### config.mk
export PLATFORM = sky130hd
export DESIGN_NAME = pal_sop_array
export DESIGN_NICKNAME = d
export VERILOG_FILES = /design/src/rtl/pal_sop_pkg.sv /design/src/rtl/pal_sop_array_cfg.sv /design/src/rtl/pal_sop_array.sv
export SDC_FILE = /design/constraint.sdc
export NUM_CORES = 1
export LEC_CHECK = 0
export BUFFER_PORTS_ARGS = -buffer_cell sky130_fd_sc_hd__buf_4
export CAP_MARGIN = 40
export CORE_ASPECT_RATIO = 0.8
export CORE_UTILIZATION = 37
export CTS_CLUSTER_DIAMETER = 50
export DETAILED_ROUTE_END_ITERATION = 10
export PLACE_DENSITY = 0.52
export SETUP_SLACK_MARGIN = 0.1
export SYNTH_ARGS = -nofsm -noshare
export SYNTH_HDL_FRONTEND = slang
export SYNTH_HIERARCHICAL = 1
export SYNTH_SLANG_ARGS = --single-unit
### constraint.sdc
create_clock -name clk -period 1.7 [get_ports clk]
set_input_delay 0.17 -clock clk [delete_from_list [all_inputs] [get_ports clk]]
set_output_delay 0.17 -clock clk [all_outputs]
set_load 0.01 [all_outputs]
### src/rtl/pal_sop_pkg.sv
// ---------------------------------------------------------------------------
// pal_sop_pkg
// Shared definitions for the programmable sum-of-products array:
//   - cfg_state_e      : configuration FSM states (RUN / LOAD / COMMIT)
//   - DEF_* constants  : default geometry and the power-on configuration
//   - and_off / or_off / inv_off : bit offsets of each field inside the
//                        flat configuration vector
//
// Configuration vector layout (LSB first):
//   [t*2N_IN +: 2N_IN]     AND mask of term t; bit i picks in[i],
//                          bit N_IN+i picks ~in[i]
//   [A + o*N_TERM +: N_TERM] OR mask of output o, A = N_TERM*2*N_IN
//   [A + N_OUT*N_TERM + o]   invert bit of output o
// ---------------------------------------------------------------------------
package pal_sop_pkg;

    typedef enum logic [1:0] {
        ST_RUN    = 2'd0,
        ST_LOAD   = 2'd1,
        ST_COMMIT = 2'd2
    } cfg_state_e;

    localparam int DEF_N_IN     = 6;
    localparam int DEF_N_TERM   = 4;
    localparam int DEF_N_OUT    = 2;
    localparam int DEF_CFG_BITS = DEF_N_TERM * 2 * DEF_N_IN + DEF_N_OUT * (DEF_N_TERM + 1);

    // o0 = i0&i1&i2 | i3&i4&i5 ; o1 = i0&i1 | i2&i3
    localparam logic [DEF_CFG_BITS-1:0] DEF_RST_CFG = 58'h0C3_00C0_0303_8007;

    function automatic int and_off(input int t, input int n_in);
        return t * 2 * n_in;
    endfunction

    function automatic int or_off(input int o, input int n_in, input int n_term);
        return n_term * 2 * n_in + o * n_term;
    endfunction

    function automatic int inv_off(input int o, input int n_in, input int n_term, input int n_out);
        return n_term * 2 * n_in + n_out * n_term + o;
    endfunction

endpackage

### src/rtl/pal_sop_array_cfg.sv
// ---------------------------------------------------------------------------
// pal_sop_cfg
// Serial configuration loader for the sum-of-products array. Owns the
// RUN/LOAD/COMMIT FSM, the bit counter, the shadow register and the active
// configuration register.
//
// Ports:
//   clk_i          clock, rising edge
//   rst_i          synchronous active-high reset
//   cfg_start_i    begin (or restart) a serial load
//   cfg_valid_i    cfg_bit_i is valid this cycle (only used in LOAD)
//   cfg_bit_i      serial data, first bit sent ends up as the MSB
//   pipe_empty_i   datapath has no sample in flight
//   active_cfg_o   configuration currently used by the datapath
//   state_o        FSM state, for the datapath and for observation
//   cfg_busy_o     high in LOAD or COMMIT
//   cfg_done_o     one-cycle pulse, high in the first cycle the new
//                  configuration is active
// ---------------------------------------------------------------------------
module pal_sop_cfg
    import pal_sop_pkg::*;
#(
    parameter int                  CFG_BITS = DEF_CFG_BITS,
    parameter logic [CFG_BITS-1:0] RST_CFG  = '0
) (
    input  logic                clk_i,
    input  logic                rst_i,
    input  logic                cfg_start_i,
    input  logic                cfg_valid_i,
    input  logic                cfg_bit_i,
    input  logic                pipe_empty_i,
    output logic [CFG_BITS-1:0] active_cfg_o,
    output cfg_state_e          state_o,
    output logic                cfg_busy_o,
    output logic                cfg_done_o
);

    localparam int               CNT_W    = $clog2(CFG_BITS);
    localparam logic [CNT_W-1:0] CNT_LAST = CNT_W'(CFG_BITS - 1);

    cfg_state_e          state_q, state_d;
    logic [CNT_W-1:0]    cnt_q, cnt_d;
    logic [CFG_BITS-1:0] shadow_q, shadow_d;
    logic [CFG_BITS-1:0] active_q, active_d;
    logic                done_q, done_d;

    always_comb begin
        state_d  = state_q;
        cnt_d    = cnt_q;
        shadow_d = shadow_q;
        active_d = active_q;
        done_d   = 1'b0;
        unique case (state_q)
            ST_RUN: begin
                if (cfg_start_i) begin
                    state_d  = ST_LOAD;
                    cnt_d    = '0;
                    shadow_d = '0;
                end
            end
            ST_LOAD: begin
                // A restart wins over a same-cycle bit; that bit is dropped.
                if (cfg_start_i) begin
                    cnt_d    = '0;
                    shadow_d = '0;
                end else if (cfg_valid_i) begin
                    shadow_d = {shadow_q[CFG_BITS-2:0], cfg_bit_i};
                    if (cnt_q == CNT_LAST) begin
                        cnt_d   = '0;
                        state_d = ST_COMMIT;
                    end else begin
                        cnt_d = cnt_q + CNT_W'(1);
                    end
                end
            end
            ST_COMMIT: begin
                // Swap only once the pipe is empty so no sample ever sees
                // a mix of old and new configuration.
                if (cfg_start_i) begin
                    state_d  = ST_LOAD;
                    cnt_d    = '0;
                    shadow_d = '0;
                end else if (pipe_empty_i) begin
                    active_d = shadow_q;
                    done_d   = 1'b1;
                    state_d  = ST_RUN;
                end
            end
            default: begin
                state_d = ST_RUN;
            end
        endcase
    end

    always_ff @(posedge clk_i) begin
        if (rst_i) begin
            state_q  <= ST_RUN;
            cnt_q    <= '0;
            shadow_q <= '0;
            active_q <= RST_CFG;
            done_q   <= 1'b0;
        end else begin
            state_q  <= state_d;
            cnt_q    <= cnt_d;
            shadow_q <= shadow_d;
            active_q <= active_d;
            done_q   <= done_d;
        end
    end

    assign active_cfg_o = active_q;
    assign state_o      = state_q;
    assign cfg_busy_o   = (state_q != ST_RUN);
    assign cfg_done_o   = done_q;

endmodule

### src/rtl/pal_sop_array.sv
// ---------------------------------------------------------------------------
// pal_sop_array
// Run-time reconfigurable sum-of-products logic array with a two-stage
// registered datapath. Stage 1 registers the product terms, stage 2
// registers the OR/invert result.
//
// Ports:
//   clk, rst                 clock (rising edge), synchronous active-high reset
//   cfg_start/valid/bit      serial configuration port (MSB first)
//   cfg_busy, cfg_done       configuration status
//   in_valid/in_ready/in_data     input sample stream
//   out_valid/out_ready/out_data  result stream
//
// Handshake: a transfer happens on a rising edge where valid and ready are
// both high. A producer holding valid keeps its data stable until the
// transfer; out_data/out_valid stay frozen while out_valid & ~out_ready.
// in_ready is low while a configuration load/commit is pending or the
// output stage is stalled. Accepting at cycle n gives out_valid at n+2.
// ---------------------------------------------------------------------------
module pal_sop_array
    import pal_sop_pkg::*;
#(
    parameter int N_IN   = DEF_N_IN,
    parameter int N_TERM = DEF_N_TERM,
    parameter int N_OUT  = DEF_N_OUT,
    parameter logic [N_TERM*2*N_IN+N_OUT*(N_TERM+1)-1:0] RST_CFG = DEF_RST_CFG
) (
    input  logic             clk,
    input  logic             rst,
    input  logic             cfg_start,
    input  logic             cfg_valid,
    input  logic             cfg_bit,
    output logic             cfg_busy,
    output logic             cfg_done,
    input  logic             in_valid,
    output logic             in_ready,
    input  logic [N_IN-1:0]  in_data,
    output logic             out_valid,
    input  logic             out_ready,
    output logic [N_OUT-1:0] out_data
);

    localparam int CFG_BITS = N_TERM * 2 * N_IN + N_OUT * (N_TERM + 1);

    logic [CFG_BITS-1:0] active_cfg;
    cfg_state_e          cfg_state;

    logic                stall;
    logic                accept;
    logic [N_TERM-1:0]   term_d;
    logic [N_TERM-1:0]   s1_terms_q;
    logic                s1_valid_q;
    logic [N_OUT-1:0]    out_d;
    logic [N_OUT-1:0]    out_data_q;
    logic                out_valid_q;

    pal_sop_cfg #(
        .CFG_BITS (CFG_BITS),
        .RST_CFG  (RST_CFG)
    ) u_cfg (
        .clk_i        (clk),
        .rst_i        (rst),
        .cfg_start_i  (cfg_start),
        .cfg_valid_i  (cfg_valid),
        .cfg_bit_i    (cfg_bit),
        .pipe_empty_i (~s1_valid_q & ~out_valid_q),
        .active_cfg_o (active_cfg),
        .state_o      (cfg_state),
        .cfg_busy_o   (cfg_busy),
        .cfg_done_o   (cfg_done)
    );

    assign stall    = out_valid_q & ~out_ready;
    assign in_ready = (cfg_state == ST_RUN) & ~stall;
    assign accept   = in_valid & in_ready;

    // Product terms: unselected literals are forced to 1, so an empty AND
    // mask yields a term of 1.
    always_comb begin
        logic [2*N_IN-1:0] and_mask;
        term_d   = '0;
        and_mask = '0;
        for (int t = 0; t < N_TERM; t++) begin
            and_mask  = active_cfg[and_off(t, N_IN) +: 2*N_IN];
            term_d[t] = &(~and_mask | {~in_data, in_data});
        end
    end

    // OR plane plus optional inversion; an empty OR mask gives 0 before
    // the invert bit is applied.
    always_comb begin
        logic [N_TERM-1:0] or_mask;
        out_d   = '0;
        or_mask = '0;
        for (int o = 0; o < N_OUT; o++) begin
            or_mask  = active_cfg[or_off(o, N_IN, N_TERM) +: N_TERM];
            out_d[o] = (|(or_mask & s1_terms_q)) ^ active_cfg[inv_off(o, N_IN, N_TERM, N_OUT)];
        end
    end

    always_ff @(posedge clk) begin
        if (rst) begin
            s1_valid_q  <= 1'b0;
            s1_terms_q  <= '0;
            out_valid_q <= 1'b0;
            out_data_q  <= '0;
        end else if (!stall) begin
            s1_valid_q <= accept;
            if (accept) begin
                s1_terms_q <= term_d;
            end
            out_valid_q <= s1_valid_q;
            if (s1_valid_q) begin
                out_data_q <= out_d;
            end
        end
    end

    assign out_valid = out_valid_q;
    assign out_data  = out_data_q;

endmodule

==> results of run 1 <==
## layer usage
| layer | wire length, um | track usage [%] | up-vias |
|---|---|---|---|
| met5 | 0 | 0 | - |
| met4 | 146 | 7.38 | 0 |
| met3 | 565 | 5.49 | 11 |
| met2 | 5670 | 27.0 | 89 |
| met1 | 6430 | 25.0 | 2048 |
| li1 | - | - | 2199 |
## metrics by stage
stage / power, W / hold WS [ps] / worst slack, ps
after floorplan: 0.00341 / 247 / 282
after global placement: 0.00353 / 401 / 154
after detailed placement: 0.00353 / 412 / 114
after CTS: 0.00732 / 5.96 / 103
after global routing: 0.00751 / 13.3 / 138
final: 0.00725 / 22.4 / 191
## placed cells by master, fill, tap and decap left out, drive strengths merged, types with 3 or more instances in the layout
master,synthesis,final
a21oi,108,108
a221oi,4,4
a22o,4,4
a22oi,5,5
buf,28,31
bufinv,0,3
clkbuf,21,24
clkinvlp,0,3
dfxtp,133,133
inv,11,11
mux2,3,3
nand2,185,185
nand3,63,63
nand3b,16,16
nand4,3,3
nor2,12,12
nor2b,5,5
o221ai,4,4
or4,3,3
xor2,6,6
## sequential cells by signal (all words and copies together), names as in the netlist
signal	cells
out_data	2
out_valid	1
s1_terms_q	4
s1_valid_q	1
u_cfg/active_cfg_o	58
u_cfg/cfg_done_o	1
u_cfg/cnt_q	6
u_cfg/shadow_q	58
u_cfg/state_o	2
## worst paths after layout
| check | startpoint | end | cells after the start |
|---|---|---|---|
| setup / recovery | u_cfg/active_cfg_o[34] | s1_terms_q[2] | 4 |
| hold / removal | cfg_bit | u_cfg/shadow_q[0] | 3 |
| setup reg to reg | u_cfg/active_cfg_o[34] | s1_terms_q[2] | 4 |
| hold reg to reg | u_cfg/active_cfg_o[5] | u_cfg/active_cfg_o[5] | 2 |
## layout make-up
class / instances / area (sq um)
clock buffers: 23 / 488
well taps: 180 / 225
multi-input cells: 453 / 2320
flip-flops and latches: 133 / 2670
repair buffers: 33 / 355
fillers: 1329 / 7520
inverters: 11 / 41.3
clock inverters: 8 / 123
## where the power goes
group / total [W] / switching [W] / internal, W
Combinational: 0.000339 / 0.000222 / 0.000117
Clock: 0.00376 / 0.00131 / 0.00245
Sequential: 0.00315 / 0.0000144 / 0.00313
## what timing repair did
action | in CTS | in global routing
pin swaps | 0 | 1
endpoints found under the setup margin | 2 | 61
endpoints found under the hold margin | 1 | 0
hold buffers | 1 | 0
cloned | 0 | 1
buffers inserted | 0 | 1
resized for setup | 1 | 4
## kinds of logic after synthesis
family,count (synthesis)
AOI/OAI and AO/OA,137
buffers and inverters,60
muxes,5
DFF,133
adders and majority gates,2
and+or+nand+nor,302
xor gates and xnor gates,7
## worst max-delay path: stages, from the launching register on
cell and delay [ps]:
dfxtp_1 330, mux2_4 260, a211o_1 210, or4_1 500, a21oi_1 130
==> impl_metrics.ini, run 1 <==
[sta]
finalHoldViolCount = 0
fin_skew_ps = 5.96
finalCritPeriodShare_pct = 88.8
slew_viol_final = 0
fmax_mhz = 663
rsz0062_at_grt = false
setup-violations-final = 0
fin_tns_setup_ps = 0
relSlewSlack_pct = 64.1
tightest_slew_ps = 525
period_needed_ps = 1510

[logic_synthesis]
ys_types = 47
ys_seq_area_share_pct = 50.6
synth-xor-area-share_pct = 1.17
muxShareOfSynthArea_pct = 1.09
synth_cells = 646
synth_area_leaders = dfxtp_1 (51%), nand2_1 (13%), a21oi_1 (10%)
avgSynthCellArea_sq_um = 8.15
synth_top_cells_by_count = nand2_1 (184), dfxtp_1 (133), a21oi_1 (108), nand3_1 (63), clkbuf_1 (21)
synth.largest_area_cell = dfxtp_1
synth_edf_count = 0
synth_top_area_share_pct = 50.6
syn_area_sq_mm = 0.00526
synth_top_family_by_area = simple AND/OR/NAND/NOR gates
synth_flop_cell = dfxtp_1
syn_nets = 661
synth_most_common_cell = nand2_1
yosysWarnings = 6
synth_fa_ha_area_share_pct = 0.476
async_flop_share_pct = 0
ys_ff_latch = 133
synth_compound_area_share_pct = 15.0
synth-simple-area-share_pct = 25.9

[clock_network]
cts_max_path_buffers = 2
cts.sinks = 133
h-tree-depth = 4
clk_pin_slew_worst_paths_ps = 60
insertion_delay_ps = 420
cts_buffers = 17
cts-root-buf = clkbuf_16
tritoncts = yes

[floorplanning]
chipWidth_um = 135
fp-row-count = 38
initial_core_util_pct = 38.3
ios = 19
core_sq_mm = 0.0137
die_area_sq_mm = 0.0147
die_h_um = 109

[final_layout]
n_antenna_cell = 0
drive_gt1_share_pct = 11.6
final-instance-count-excl-fill = 841
final_core_util_pct = 45.2
fin_nets = 664
syn_to_final_growth_pct = 18.1
design_area_sq_mm = 0.00622

[grt]
grt_pass1_vias = 3927
grt_start_max_net_pins = 64
grt_remaining_overflow = 0
grtUsageTotal_pct = 18.3
antenna_found_initial = 0
grt_pass1_wl_um = 20500

[detailed_routing]
drc_errors = 0
routed_wl_um = 12800
num_vias = 4347
antenna_left = 0
drt_iter0_drc = 328
vias_per_cell = 5.17
first_pass_iters = 5
post_drt_wl_per_cell_um = 15.2

[setup_path]
crit_type = reg -> reg
critPathRequiredTime_ps = 2050
path_max_fanout = 2
reg2reg_slack_ps = 190
start_kind = register
crit_arrival_ps = 1860
end_kind = register

[worst_hold_path]
min_path_type = in -> reg

[placed_design]
hpwlAfterDp_um = 7220
postPlaceCellArea_sq_mm = 0.00555
dpl.cell_count = 807
gp_congestion = 0.757
io_buffers = 18

[power]
leakage_nw = 2.15
ir_drop_mv = 0.813
p_per_area_mw_per_mm2 = 1170

[job]
maxCapViolations = 0

[run_status]
status = finished, final reports clean
Power figures use the tool's default switching activity.
==> run 2, diff against run 1 <==
- CORE_ASPECT_RATIO: 0.8 -> not set
==> impl_metrics.ini, run 2 (synthesis results as in run 1) <==
[run_status]
status = finished, final reports clean

[power]
power_frac_comb_pct = 4.6
switching_share_pct = 20.8
p_per_area_mw_per_mm2 = 1130
p_int_w = 0.00554
leakage_nw = 2.13
clkPwrFrac_pct = 50.4
ir_drop_mv = 0.725
pwr-share-seq_pct = 45.0
p_switching_w = 0.00146

[floorplanning]
core_sq_mm = 0.0139
die_h_um = 121
fp-row-count = 43
die_area_sq_mm = 0.0147
initial_core_util_pct = 37.9
ios = 19
chipWidth_um = 121

[setup_path]
slowest_stage = dfxtp_1
start_kind = register
path_max_fanout = 6
crit_buf_inv = 2
crit_type = reg -> out
critPathRequiredTime_ps = 1530
worstPathCellList = buf_4 -> or2_2 -> buf_4
critPathTopFamily = flip-flops
end_kind = primary output
crit_path_frequent_cell = buf_4
crit_arrival_ps = 1360
crit_path_max_incr_delay_ps = 360

[detailed_routing]
drc_errors = 0
wl_met3_um = 407
met1_length_um = 5930
post_drt_wl_per_cell_um = 14.7
num_vias = 4287
antenna_left = 0
dr.max_layer_used = met4
vias_per_cell = 5.12
drt_iter0_drc = 351
routed-wl-met2_um = 5860
first_pass_iters = 5
routed_wl_um = 12300

[final_layout]
fillers = 1366
n_antenna_cell = 0
syn_to_final_growth_pct = 17.2
final_common_cell = nand2_1
final-instance-count-excl-fill = 838
drive_gt1_share_pct = 10.8
fin_nets = 662
final_cell_mix = nand2_1 (184), dfxtp_1 (132), a21oi_1 (108), nand3_1 (62), buf_4 (21)

[sta]
finalHoldViolCount = 0
fmax_mhz = 653
fin_skew_ps = 5.74
worst_slack_ps = 168
fin_tns_setup_ps = 0
finalCritPeriodShare_pct = 90.1
tightest_slew_ps = 425
relSlewSlack_pct = 71.7
period_needed_ps = 1530
setup-violations-final = 0
rsz0062_at_grt = false
slew_viol_final = 0

[clock_network]
cts.sinks = 133
tritoncts = yes
post_cts_buffers = 0
cts_buffers = 17
cts-root-buf = clkbuf_16
cts_max_path_buffers = 2
h-tree-depth = 4
insertion_delay_ps = 420
clk_pin_slew_worst_paths_ps = 50

[placed_design]
gp_congestion = 0.793
hpwlAfterDp_um = 7550
dpl.cell_count = 807
io_buffers = 18
post-place-ws_ps = 48.2

[grt]
grt_pass1_wl_um = 20900
antenna_found_initial = 0
grt_start_max_net_pins = 60
grt_remaining_overflow = 0
grtUsageTotal_pct = 18.6
grt_pass1_vias = 4157

[worst_hold_path]
min_path_type = in -> reg

[job]
maxCapViolations = 0
## run 2: worst register-to-register path: stages (launching register included)
cell and delay (ps):
dfxtp_1 310, a22o_1 220, a221o_1 250, or4_1 490, a21oi_1 150
## run 2: worst paths after layout
path                          startpoint                endpoint  slack (ps)  cells past startpoint
hold reg to reg   u_cfg/active_cfg_o[41]  u_cfg/active_cfg_o[41]         450                      2
setup reg to reg  u_cfg/active_cfg_o[44]           s1_terms_q[3]         220                      4
setup / recovery        u_cfg/state_o[1]                cfg_busy         170                      3
hold / removal                   cfg_bit       u_cfg/shadow_q[0]          20                      3
## run 2: timing repair
item,in CTS,in global routing
gates resized for setup,1,3
hold endpoints to repair,1,0
hold buffers,1,0
endpoints found under the setup margin,3,62
## run 2: cell type report
cell class / instances / area [sq um] / share of cell area (%)
clock inverter: 4 / 70.1 / 1.14
multi-input combinational: 453 / 2320 / 37.6
timing repair buffer: 31 / 348 / 5.64
tap: 180 / 225 / 3.65
inverter: 11 / 41.3 / 0.670
sequential: 133 / 2660 / 43.2
clock buffer: 26 / 499 / 8.09
## run 2: per-stage QoR
stage | total power [W] | hold WS [ps] | cell area (sq um) | utilization, %
global route | 0.00727 | 24.6 | 6170 | 44.4
floorplan | 0.00341 | 247 | 5260 | -
finish | 0.00699 | 17.9 | 6170 | 44.4
CTS | 0.00707 | 15.3 | 6160 | 44.4
global placement | 0.00353 | 401 | 5580 | 40.2
detailed placement | 0.00353 | 413 | 5580 | 40.2
## run 2: power by group through the flow
stage	combinational (W)	clock (W)	sequential, W
after floorplan	0.000203	0	0.00321
after global placement	0.000319	0	0.00321
after detailed placement	0.000322	0	0.00321
after CTS	0.000323	0.00360	0.00315
after global routing	0.000350	0.00378	0.00315
final	0.000321	0.00352	0.00315
## run 2: routing by layer
| metal | up-vias | track usage (%) |
|---|---|---|
| met4 | 0 | 7.72 |
| met1 | 2041 | 24.3 |
| met2 | 46 | 29.1 |
| li1 | 2189 | - |
| met3 | 11 | 4.37 |
| met5 | - | 0 |
==> run 3, diff against run 2 <==
- ABC_AREA: not set -> 1
==> impl_metrics.ini, run 3 <==
[logic_synthesis]
syn_area_sq_mm = 0.00540
synth.largest_area_cell = dfxtp_1
yosysWarnings = 6
ys_ff_latch = 133
ys_seq_area_share_pct = 49.3
avgSynthCellArea_sq_um = 7.16
synth_top_cells_by_count = nor2_1 (188), nand2_1 (143), dfxtp_1 (133), a21oi_1 (64), o21ai_0 (56)
async_flop_share_pct = 0
synth_cells = 754
synth_edf_count = 0
synth_top_area_share_pct = 49.3
synth_most_common_cell = nor2_1
synth_flop_cell = dfxtp_1
synth_area_leaders = dfxtp_1 (49%), nor2_1 (13%), nand2_1 (9.9%)
syn_nets = 769
ys_types = 25

[sta]
tightest_slew_ps = 470
slew_viol_final = 0
worst_slack_ps = 228
period_needed_ps = 1470
fin_skew_ps = 6.44
fin_tns_setup_ps = 0
setup-violations-final = 0
relSlewSlack_pct = 68.7
finalCritPeriodShare_pct = 86.6
finalHoldViolCount = 0
rsz0062_at_grt = false
fmax_mhz = 679

[setup_path]
crit_arrival_ps = 1820
worstPathCellList = nand2_2 -> nor3_4 -> buf_4 -> o21ai_0 -> nor2_1
r2r-start = u_cfg/state_o[1]
critPathRequiredTime_ps = 2040
reg2reg_slack_ps = 230
path_max_fanout = 31
r2r_cells = 5
crit_path_max_incr_delay_ps = 470
end_kind = register
r2r_end = u_cfg/active_cfg_o[13]
slowest_stage = dfxtp_1
start_kind = register
crit_type = reg -> reg

[floorplanning]
initial_core_util_pct = 38.4
chipWidth_um = 123
die_area_sq_mm = 0.0151
ios = 19
die_h_um = 123
fp-row-count = 43
core_sq_mm = 0.0140

[placed_design]
hpwlAfterDp_um = 7930
gp_congestion = 0.767
io_buffers = 18
post-place-ws_ps = 252
dpl.cell_count = 918

[final_layout]
final-instance-count-excl-fill = 951
fin_nets = 773
final_cell_mix = nor2_1 (188), nand2_1 (143), dfxtp_1 (132), a21oi_1 (64), o21ai_0 (56)
n_antenna_cell = 0
final_common_cell = nor2_1
syn_to_final_growth_pct = 17.5
drive_gt1_share_pct = 10.8

[power]
p_per_area_mw_per_mm2 = 1230
leakage_nw = 2.89
ir_drop_mv = 0.682

[grt]
grt_pass1_vias = 4419
grt_pass1_wl_um = 22100
grtUsageTotal_pct = 19.2
grt_remaining_overflow = 0
grt_start_max_net_pins = 119
antenna_found_initial = 0

[detailed_routing]
routed_wl_um = 13100
vias_per_cell = 4.94
antenna_left = 0
post_drt_wl_per_cell_um = 13.8
drc_errors = 0
drt_iter0_drc = 341
num_vias = 4698
first_pass_iters = 5

[run_status]
status = finished, final reports clean

[worst_hold_path]
min_path_cells = 2
hold_start = rst
min_to = s1_terms_q[2]
min_path_type = in -> reg

[clock_network]
insertion_delay_ps = 420
clk_pin_slew_worst_paths_ps = 50
cts_max_path_buffers = 2
tritoncts = yes
cts-root-buf = clkbuf_16
cts.sinks = 133
cts_buffers = 17
h-tree-depth = 4

[job]
maxCapViolations = 0
==> run 3: repair_timing <==
item                       4_1_cts  5_1_grt
hold endpoints to repair         1        0
hold buffers                     1        0
gates resized for setup          0        1
setup buffers                    0        0
setup endpoints to repair        0        3
==> run 3: metal layers <==
layer | global-route usage (%) | up-vias | share of wire, %
met1 | 25.8 | 2156 | 49
li1 | - | 2438 | -
met3 | 4.23 | 16 | 4.5
met5 | 0 | - | 0
met2 | 29.6 | 88 | 46
met4 | 8.00 | 0 | 1.3
==> run 3: final cells by class <==
| class | count | area [sq um] |
|---|---|---|
| Multi-Input combinational cell | 546 | 2390 |
| Inverter | 32 | 123 |
| Sequential cell | 133 | 2660 |
| Timing Repair Buffer | 28 | 288 |
| Tap cell | 180 | 225 |
| Clock buffer | 24 | 512 |
| Fill cell | 1435 | 7700 |
| Clock inverter | 8 | 143 |
==> run 3: how the worst max path moves through the flow <==
stage | from | end | slack, ps | cells after the start
3_3_place_gp | u_cfg/state_o[0] | u_cfg/shadow_q[12] | 290 | 6
5_1_grt | u_cfg/state_o[1] | u_cfg/active_cfg_o[13] | 110 | 5
3_5_place_dp | u_cfg/state_o[1] | u_cfg/active_cfg_o[13] | 250 | 5
4_1_cts | u_cfg/state_o[1] | u_cfg/active_cfg_o[13] | 220 | 5
6_report | u_cfg/state_o[1] | u_cfg/active_cfg_o[13] | 230 | 5
2_1_floorplan | out_valid | u_cfg/active_cfg_o[17] | 370 | 8
==> run 3: logic make-up after synthesis <==
logic type	share of synthesized area, %
adder cells (fa/ha/maj)	0.463
buffers and inverters	6.44
AO/OA/AOI/OAI	15.9
AND/OR/NAND/NOR	27.7
XOR/XNOR	0.162
flip-flops	49.3
==> run 3: metrics by stage <==
step | area, sq um | power (W) | hold WS (ps) | utilization [%]
final | 6340 | 0.00781 | 27.3 | 45.2
after global routing | 6340 | 0.00814 | 24.9 | 45.2
after CTS | 6340 | 0.00790 | 14.6 | 45.2
after detailed placement | 5680 | 0.00388 | 424 | 40.4
after global placement | 5680 | 0.00387 | 412 | 40.4
after floorplan | 5400 | 0.00370 | 239 | -
==> run 3: power breakdown <==
group          leakage, nW  internal (W)  switching, W
Sequential            1.08       0.00322     0.0000848
Clock                0.322       0.00268       0.00132
Combinational         1.48      0.000181      0.000327
Total                 2.89       0.00608       0.00173
==> run 3: worst max-delay path: cells and delay by family (launching register included) <==
| kind | cells | cell delay, ps |
|---|---|---|
| flip-flops | 1 | 470 |
| AND/OR/NAND/NOR | 3 | 420 |
| buffers and inverters | 1 | 360 |
| AO/OA/AOI/OAI | 1 | 140 |
